--- src/rtl/exibidor_sequencia.sv ---
// exibidor_sequencia: presents the stored memory-game sequence on the LEDs.
// Addresses 0..limite are read from a synchronous ROM. Each entry is lit for
// T_ACESO cycles and then followed by a dark gap of T_APAGADO cycles. A single
// pronto pulse marks the end of the round.
// Optional build macro EXIBIDOR_VALIDA_ONEHOT_EN: an entry that is not one-hot
// is shown as 4'b1111 and sets the sticky erro_dado flag.
module exibidor_sequencia #(
    parameter int T_ACESO   = 1000,
    parameter int T_APAGADO = 500,
    parameter int CNT_W     = 16
) (
    input  logic       clock,
    input  logic       reset,
    input  logic       iniciar,
    input  logic [3:0] limite,
    input  logic [3:0] dado_mem,
    output logic [3:0] endereco,
    output logic [3:0] leds,
    output logic       ativo,
    output logic       pronto,
    output logic       erro_dado,
    output logic [3:0] db_estado
);

    localparam logic [3:0] S_INICIAL = 4'h0;
    localparam logic [3:0] S_BUSCA   = 4'h1;
    localparam logic [3:0] S_CARREGA = 4'h2;
    localparam logic [3:0] S_ACESO   = 4'h3;
    localparam logic [3:0] S_APAGADO = 4'h4;
    localparam logic [3:0] S_PROXIMO = 4'h5;
    localparam logic [3:0] S_FIM     = 4'hF;

    localparam logic [CNT_W-1:0] ULT_ACESO   = CNT_W'(T_ACESO - 1);
    localparam logic [CNT_W-1:0] ULT_APAGADO = CNT_W'(T_APAGADO - 1);

    logic [3:0]       estado;
    logic [3:0]       prox_estado;
    logic [CNT_W-1:0] timer;
    logic [3:0]       limite_reg;

`ifdef EXIBIDOR_VALIDA_ONEHOT_EN
    logic erro_reg;

    function automatic logic eh_one_hot(input logic [3:0] v);
        return (v != 4'd0) && ((v & (v - 4'd1)) == 4'd0);
    endfunction
`endif

    // State register
    always_ff @(posedge clock) begin
        if (reset)
            estado <= S_INICIAL;
        else
            estado <= prox_estado;
    end

    // Next-state logic: the timer decides how long ACESO and APAGADO last
    always_comb begin
        prox_estado = estado;
        case (estado)
            S_INICIAL: if (iniciar) prox_estado = S_BUSCA;
            S_BUSCA:   prox_estado = S_CARREGA;
            S_CARREGA: prox_estado = S_ACESO;
            S_ACESO:   if (timer == ULT_ACESO) prox_estado = S_APAGADO;
            S_APAGADO: if (timer == ULT_APAGADO) prox_estado = S_PROXIMO;
            S_PROXIMO: prox_estado = (endereco == limite_reg) ? S_FIM : S_BUSCA;
            S_FIM:     prox_estado = S_INICIAL;
            default:   prox_estado = S_INICIAL;
        endcase
    end

    // Address, LED, timer and limit registers, all updated per state
    always_ff @(posedge clock) begin
        if (reset) begin
            endereco   <= 4'd0;
            leds       <= 4'd0;
            timer      <= '0;
            limite_reg <= 4'd0;
        end else begin
            case (estado)
                S_INICIAL: begin
                    if (iniciar) begin
                        limite_reg <= limite;
                        endereco   <= 4'd0;
                        timer      <= '0;
                        leds       <= 4'd0;
                    end
                end
                S_CARREGA: begin
                    timer <= '0;
`ifdef EXIBIDOR_VALIDA_ONEHOT_EN
                    leds  <= eh_one_hot(dado_mem) ? dado_mem : 4'b1111;
`else
                    leds  <= dado_mem;
`endif
                end
                S_ACESO: begin
                    if (timer == ULT_ACESO) begin
                        leds  <= 4'd0;
                        timer <= '0;
                    end else begin
                        timer <= timer + CNT_W'(1);
                    end
                end
                S_APAGADO: begin
                    if (timer == ULT_APAGADO)
                        timer <= '0;
                    else
                        timer <= timer + CNT_W'(1);
                end
                S_PROXIMO: begin
                    // The last address is held, so limite=15 never wraps to 0
                    if (endereco != limite_reg)
                        endereco <= endereco + 4'd1;
                end
                default: ;
            endcase
        end
    end

`ifdef EXIBIDOR_VALIDA_ONEHOT_EN
    // Sticky bad-entry flag: set at the end of CARREGA, cleared by reset or a new round
    always_ff @(posedge clock) begin
        if (reset)
            erro_reg <= 1'b0;
        else if (estado == S_INICIAL && iniciar)
            erro_reg <= 1'b0;
        else if (estado == S_CARREGA && !eh_one_hot(dado_mem))
            erro_reg <= 1'b1;
    end

    assign erro_dado = erro_reg;
`else
    assign erro_dado = 1'b0;
`endif

    // Status outputs are decoded from the state register only
    always_comb begin
        ativo     = (estado != S_INICIAL) && (estado != S_FIM);
        pronto    = (estado == S_FIM);
        db_estado = estado;
    end

endmodule

--- config.mk ---
export PLATFORM = sky130hd
export DESIGN_NAME = exibidor_sequencia
export DESIGN_NICKNAME = d
export VERILOG_FILES = /design/src/rtl/exibidor_sequencia.sv
export SDC_FILE = /design/constraint.sdc
export NUM_CORES = 1
export LEC_CHECK = 0
export ABC_AREA = 1
export CAP_MARGIN = 20
export CORE_MARGIN = 5
export CORE_UTILIZATION = 55
export DETAILED_ROUTE_END_ITERATION = 10
export PLACE_DENSITY_LB_ADDON = 0.25
export REMOVE_ABC_BUFFERS = 1
export SLEW_MARGIN = 20
export SYNTH_ARGS = -nofsm -noshare
export SYNTH_HDL_FRONTEND = slang
export SYNTH_SLANG_ARGS = --single-unit
--- constraint.sdc ---
create_clock -name clock -period 2.7 [get_ports clock]
set_input_delay 0.54 -clock clock [delete_from_list [all_inputs] [get_ports clock]]
set_output_delay 0.54 -clock clock [all_outputs]
set_load 0.02 [all_outputs]
==> impl_metrics.ini, run 1 <==
[clocking]
cts_tree = built
htree_levels = 2
clockBufferDepth = 2
numCtsBuffers = 5
clkSlewWorstSetupHoldPaths_ns = 0.09
cts_setup_buffers = 0
cts_root_buffer = clkbuf_4
cts_sinks = 32
worstSkewPairLatency_ns = 0.34

[drt]
totalWireLength_mm = 4.39
drc = 0
drt-initial-drc-count = 157
num_vias = 1882
wl_per_cell_um = 12.1
avgViaCountPerCell = 5.18
drtPass1Iterations = 4
drtAntennaViolNets = 0

[power]
switching_power_uw = 666
clkPwrFrac = 0.169
p_seq_frac = 0.375
p_leak_nw = 0.946
ir_drop_uv = 535
intPower_uw = 860
power.density_nw_per_um2 = 678
comb_power_share = 0.456
total_power_mw = 1.53
switching_share = 0.437

[timing]
rsz0062_at_grt = false
hold_viol_final = 0
fin_crit_sh = 0.939
slew_viol_final = 0
worstMarginPinSlew_ns = 0.514
post-route-min-period_ns = 2.53
max_freq_ghz = 0.395
finalSetupTns_ns = 0
slew-limit-headroom = 0.657
setup_slack_ns = 0.166
setup_viol = 0
skew_ns = 0.00818

[cells_and_area]
layout_common_cells = 70 x nand2_1, 40 x nor2_1, 31 x inv_1, 30 x dfxtp_1, 27 x nand3_1
regMostFlops = timer
finish.instance_area_sq_um = 2250
n_fill_cell = 318
largest_register_ffs = 16
diodes = 0
layout-drive-gt1-share = 0.132
seqCellArea_sq_um = 643
syn_to_final_growth_pct = 16.7
nets = 330
final_common_cell = nand2_1
multi_input_area_sq_um = 1120

[job]
max_cap_viol_count = 0

[logic_synthesis]
synth_top_area_cell = dfxtp_1
ys_seq_elements = 32
netlist_top_cells_area = dfxtp_1 33%, nand2_1 14%, nor2_1 7.8%
async_flop_share = 0
seq_area_frac_synth = 0.332
synthFlopType = dfxtp_1
synth_edf_count = 0
netlist_area_sq_um = 1930
synth_top_area_frac = 0.332
yosysUniqueCellTypes = 35
yosysWarnings = 0
avgSynthCellArea_sq_um = 6.65
syn_inst = 290

[floorplan]
ios = 26
design.core.area_sq_um = 3360
die_h_um = 69.2
die_w_um = 69.2
die_area_sq_um = 4790
rows = 21
start_util = 0.574

[worst_setup_path]
crit_chain = nor2_2 -> nand2_1 -> inv_1 -> or2_2 -> inv_1 -> clkdlybuf4s50_1
slowest_delay_ns = 0.59
r2r-end = leds[2]
endpoint_kind = output pin
r2r-start = timer[0]
cp_common_cell = inv_1
worstSetupEndpoint = ativo
cp-start-kind = register
crit_required_ns = 2.16
path_class = register to output pin
worstPathArrival_ns = 1.99
cp_slowest_cell = clkdlybuf4s50_1
path_max_fanout = 6
ff2ff_path_depth = 10
r2r_slack_ns = 1.15
crit_start = db_estado[2]

[placement]
place_area_sq_um = 2200
gp_congestion = 0.876
pre_cts_ws_ns = 0.478
port_buffers = 24
hpwl_mm = 3.38

[global_routing]
track_usage = 0.197
gr-total-overflow = 0
grt_max_degree = 18
grt_pass1_vias = 1745
antenna_found_initial = 0
grt_first_pass_wirelength_mm = 7.85

[run_status]
status = complete, no violations

[min_path]
hp-class = register to register
cell usage after synthesis, drive strengths merged, types with 3 or more instances:
master	n
or2	3
dfxtp	32
inv	36
a21oi	19
nand4	4
buf	4
nor2	48
xor2	6
nor3	9
nand2	79
o21ai	5
nand3	32
what timing repair did:
item	in CTS	in global routing
gates resized for setup	0	2
hold buffers	0	0
endpoints found under the setup margin	0	1
layer usage:
metal / track usage / vias to the layer above / routed length (um)
met5: 0 / - / 0
met4: 0.102 / 0 / 121
met1: 0.256 / 853 / 2120
li1: - / 979 / -
met3: 0.0420 / 12 / 142
met2: 0.305 / 38 / 2010
per-stage QoR:
| step | std cells | utilization | hold WS [ns] |
|---|---|---|---|
| floorplan | 285 | - | 0.443 |
| global placement | 356 | 0.655 | 0.448 |
| detailed placement | 356 | 0.655 | 0.458 |
| CTS | 363 | 0.669 | 0.471 |
| global route | 363 | 0.669 | 0.499 |
| finish | 363 | 0.669 | 0.466 |
how the worst min path moves through the flow:
stage                        startpoint       endpoint  slack (ns)  cells after the start
final                           leds[0]        leds[0]        0.47                      2
after global routing            leds[0]        leds[0]        0.50                      2
after CTS                       leds[0]        leds[0]        0.47                      2
after global placement          leds[3]        leds[3]        0.45                      2
after floorplan           limite_reg[1]  limite_reg[1]        0.44                      2
after detailed placement        leds[0]        leds[0]        0.46                      2
cell families after synthesis:
family	share of synthesized area
flops	0.332
fa+ha+maj	0.0130
xor+xnor	0.0363
other cells	0.00194
compound gates	0.0811
simple gates	0.449
buf+inv	0.0869
power groups by stage:
stage                     Sequential (mW)  Clock, mW  Combinational [mW]
after detailed placement            0.579          0               0.693
after CTS                           0.568      0.266               0.695
after floorplan                     0.605          0               0.459
final                               0.572      0.258               0.696
after global routing                0.579      0.297               0.772
after global placement              0.575          0               0.685
critical path, delay by kind of cell, from the launching register on:
kind	cells	cell delay, ns
flip-flops	1	0.46
buffers and inverters	3	0.73
AND/OR/NAND/NOR	3	0.47
cell type report:
cell class / count / share of cell area
clock buffer: 6 / 0.0183
timing repair buffer: 25 / 0.110
multi-input combinational: 217 / 0.498
tap: 46 / 0.0256
inverter: 36 / 0.0600
clock inverter: 1 / 0.00222
sequential: 32 / 0.286
Note: power is estimated with default switching activity, not from simulation.
==> run 2, diff against run 1 <==
Settings changed: CORE_MARGIN 5 to not set, CORE_UTILIZATION 55 to 54, MAX_ROUTING_LAYER set to met4.
Clock period 2.7 ns to 2.53 ns, I/O delays scaled along.
==> run 2 against run 1 <==
Net effect: wire length shrank 4.6%; clock power grew 19%; worst setup slack gained 0.077 ns; via count shrank 1.5%; clock-buffer cell count grew 2; hold slack lost 0.0014 ns; die area shrank 20%; clock skew shrank 0.0026 ns; total power grew 8.4%; final cell count grew 0.28%; combinational power grew 5.5%; first-iteration DRC count shrank 37%; largest cell class unchanged; highest routed layer unchanged.
==> impl_metrics.ini, run 2 (synthesis results as in run 1) <==
[run_status]
status = complete, no violations

[cells_and_area]
seqCellArea_sq_um = 644
syn_to_final_growth_pct = 17.5
multi_input_area_sq_um = 1120
final_core_util = 0.669
largest_register_ffs = 16
layout_common_cells = 70 x nand2_1, 40 x nor2_1, 31 x inv_1, 29 x dfxtp_1, 27 x nand3_1
regMostFlops = timer
finish.instance_area_sq_um = 2270
final_common_cell = nand2_1
n_fill_cell = 291
layout-drive-gt1-share = 0.135
diodes = 0
nets = 330

[clocking]
cts_root_buffer = clkbuf_4
htree_levels = 2
cts_tree = built
clockBufferDepth = 2
worstSkewPairLatency_ns = 0.33
cts_setup_buffers = 0
cts_sinks = 32
ctsHoldBuffers = 0
numCtsBuffers = 5
clkSlewWorstSetupHoldPaths_ns = 0.10

[floorplan]
die_w_um = 61.8
die_h_um = 61.8
ios = 26
rows = 21
design.core.area_sq_um = 3390
start_util = 0.569
die_area_sq_um = 3820

[timing]
post-route-min-period_ns = 2.29
max_freq_ghz = 0.437
skew_ns = 0.00555
finalSetupTns_ns = 0
slew_viol_final = 0
hold_viol_final = 0
setup_viol = 0
rsz0062_at_grt = false
fin_crit_sh = 0.904
whs_ns = 0.465

[global_routing]
antenna_found_initial = 0
grt_max_degree = 18
grt_first_pass_wirelength_mm = 6.87
grt_pass1_vias = 1558
use_met2 = 0.379
track_usage = 0.255
gr-total-overflow = 0
use_met3 = 0.0600
met1_usage = 0.339
grt.busiest_layer = met2

[placement]
gp_congestion = 0.883
hpwl_mm = 3.18
port_buffers = 24
place_area_sq_um = 2200

[power]
p_leak_nw = 0.960
total_power_mw = 1.65
power.density_nw_per_um2 = 730
ir_drop_uv = 490

[drt]
avgViaCountPerCell = 5.09
drt-initial-drc-count = 99
drc = 0
num_vias = 1854
drtPass1Iterations = 4
totalWireLength_mm = 4.19
drtAntennaViolNets = 0
wl_per_cell_um = 11.5

[worst_setup_path]
cp_num_cells = 3
critPathBufInv = 1
ff2ff_path_depth = 10
r2r_slack_ns = 0.99
crit_chain = nand2_1 -> nor3_1 -> clkdlybuf4s50_1
cp_top_family = buffers and inverters
worstPathArrival_ns = 1.78
cp-start-kind = register
crit_required_ns = 2.02
cp_slowest_cell = clkdlybuf4s50_1
slowest_delay_ns = 0.66
path_class = register to output pin
path_max_fanout = 6
endpoint_kind = output pin

[min_path]
hp-class = register to register
holdPathStages = 2

[job]
max_cap_viol_count = 0
## run 2: cell count changes in the layout (fill, tap and decap cells not counted)
cell / change
clkbuf_1: +1
clkbuf_8: +1
clkdlybuf4s50_1: -1
clkinv_2: -1
dfxtp_1: -1
dfxtp_2: +1
dlymetal6s2s_1: +1
## run 2: final timing paths
kind / startpoint / endpoint
setup reg to reg: timer[0] / leds[1]
hold / removal: leds[0] / leds[0]
setup / recovery: db_estado[0] / pronto
hold reg to reg: leds[0] / leds[0]
## run 2: per-stage QoR
stage | std cells | setup slack [ns]
after global placement | 356 | 0.397
final | 364 | 0.243
after CTS | 364 | 0.0227
after detailed placement | 356 | 0.334
after global routing | 364 | 0.128
after floorplan | 285 | 0.511
## run 2: final cells by class
cell class / count / share of cell area
multi-input cells: 217 / 0.494
flip-flops and latches: 32 / 0.284
repair buffers: 25 / 0.110
inverters: 36 / 0.0596
clock buffers: 8 / 0.0259
well taps: 46 / 0.0254
## run 2: where the power goes
part	switching, mW	internal [mW]
Sequential	0.0533	0.559
Combinational	0.478	0.255
Clock	0.171	0.137
## run 2: worst reg2reg max path: cells and delay by family, from the launching register on
family | cells | cell delay, ns
AOI/OAI and AO/OA | 1 | 0.06
adders and majority gates | 1 | 0.20
DFF | 1 | 0.38
buffers and inverters | 1 | 0.09
and+or+nand+nor | 7 | 0.69
## run 2: repair_timing
action,CTS,global route
endpoints found under the setup margin,1,1
resized for setup,2,2
cloned,0,0
## run 2: routing by layer
| metal | vias to the layer above | wire [um] |
|---|---|---|
| met5 | - | 0 |
| met4 | 0 | 59 |
| met3 | 8 | 185 |
| met2 | 46 | 1940 |
| met1 | 824 | 2010 |
| li1 | 976 | - |
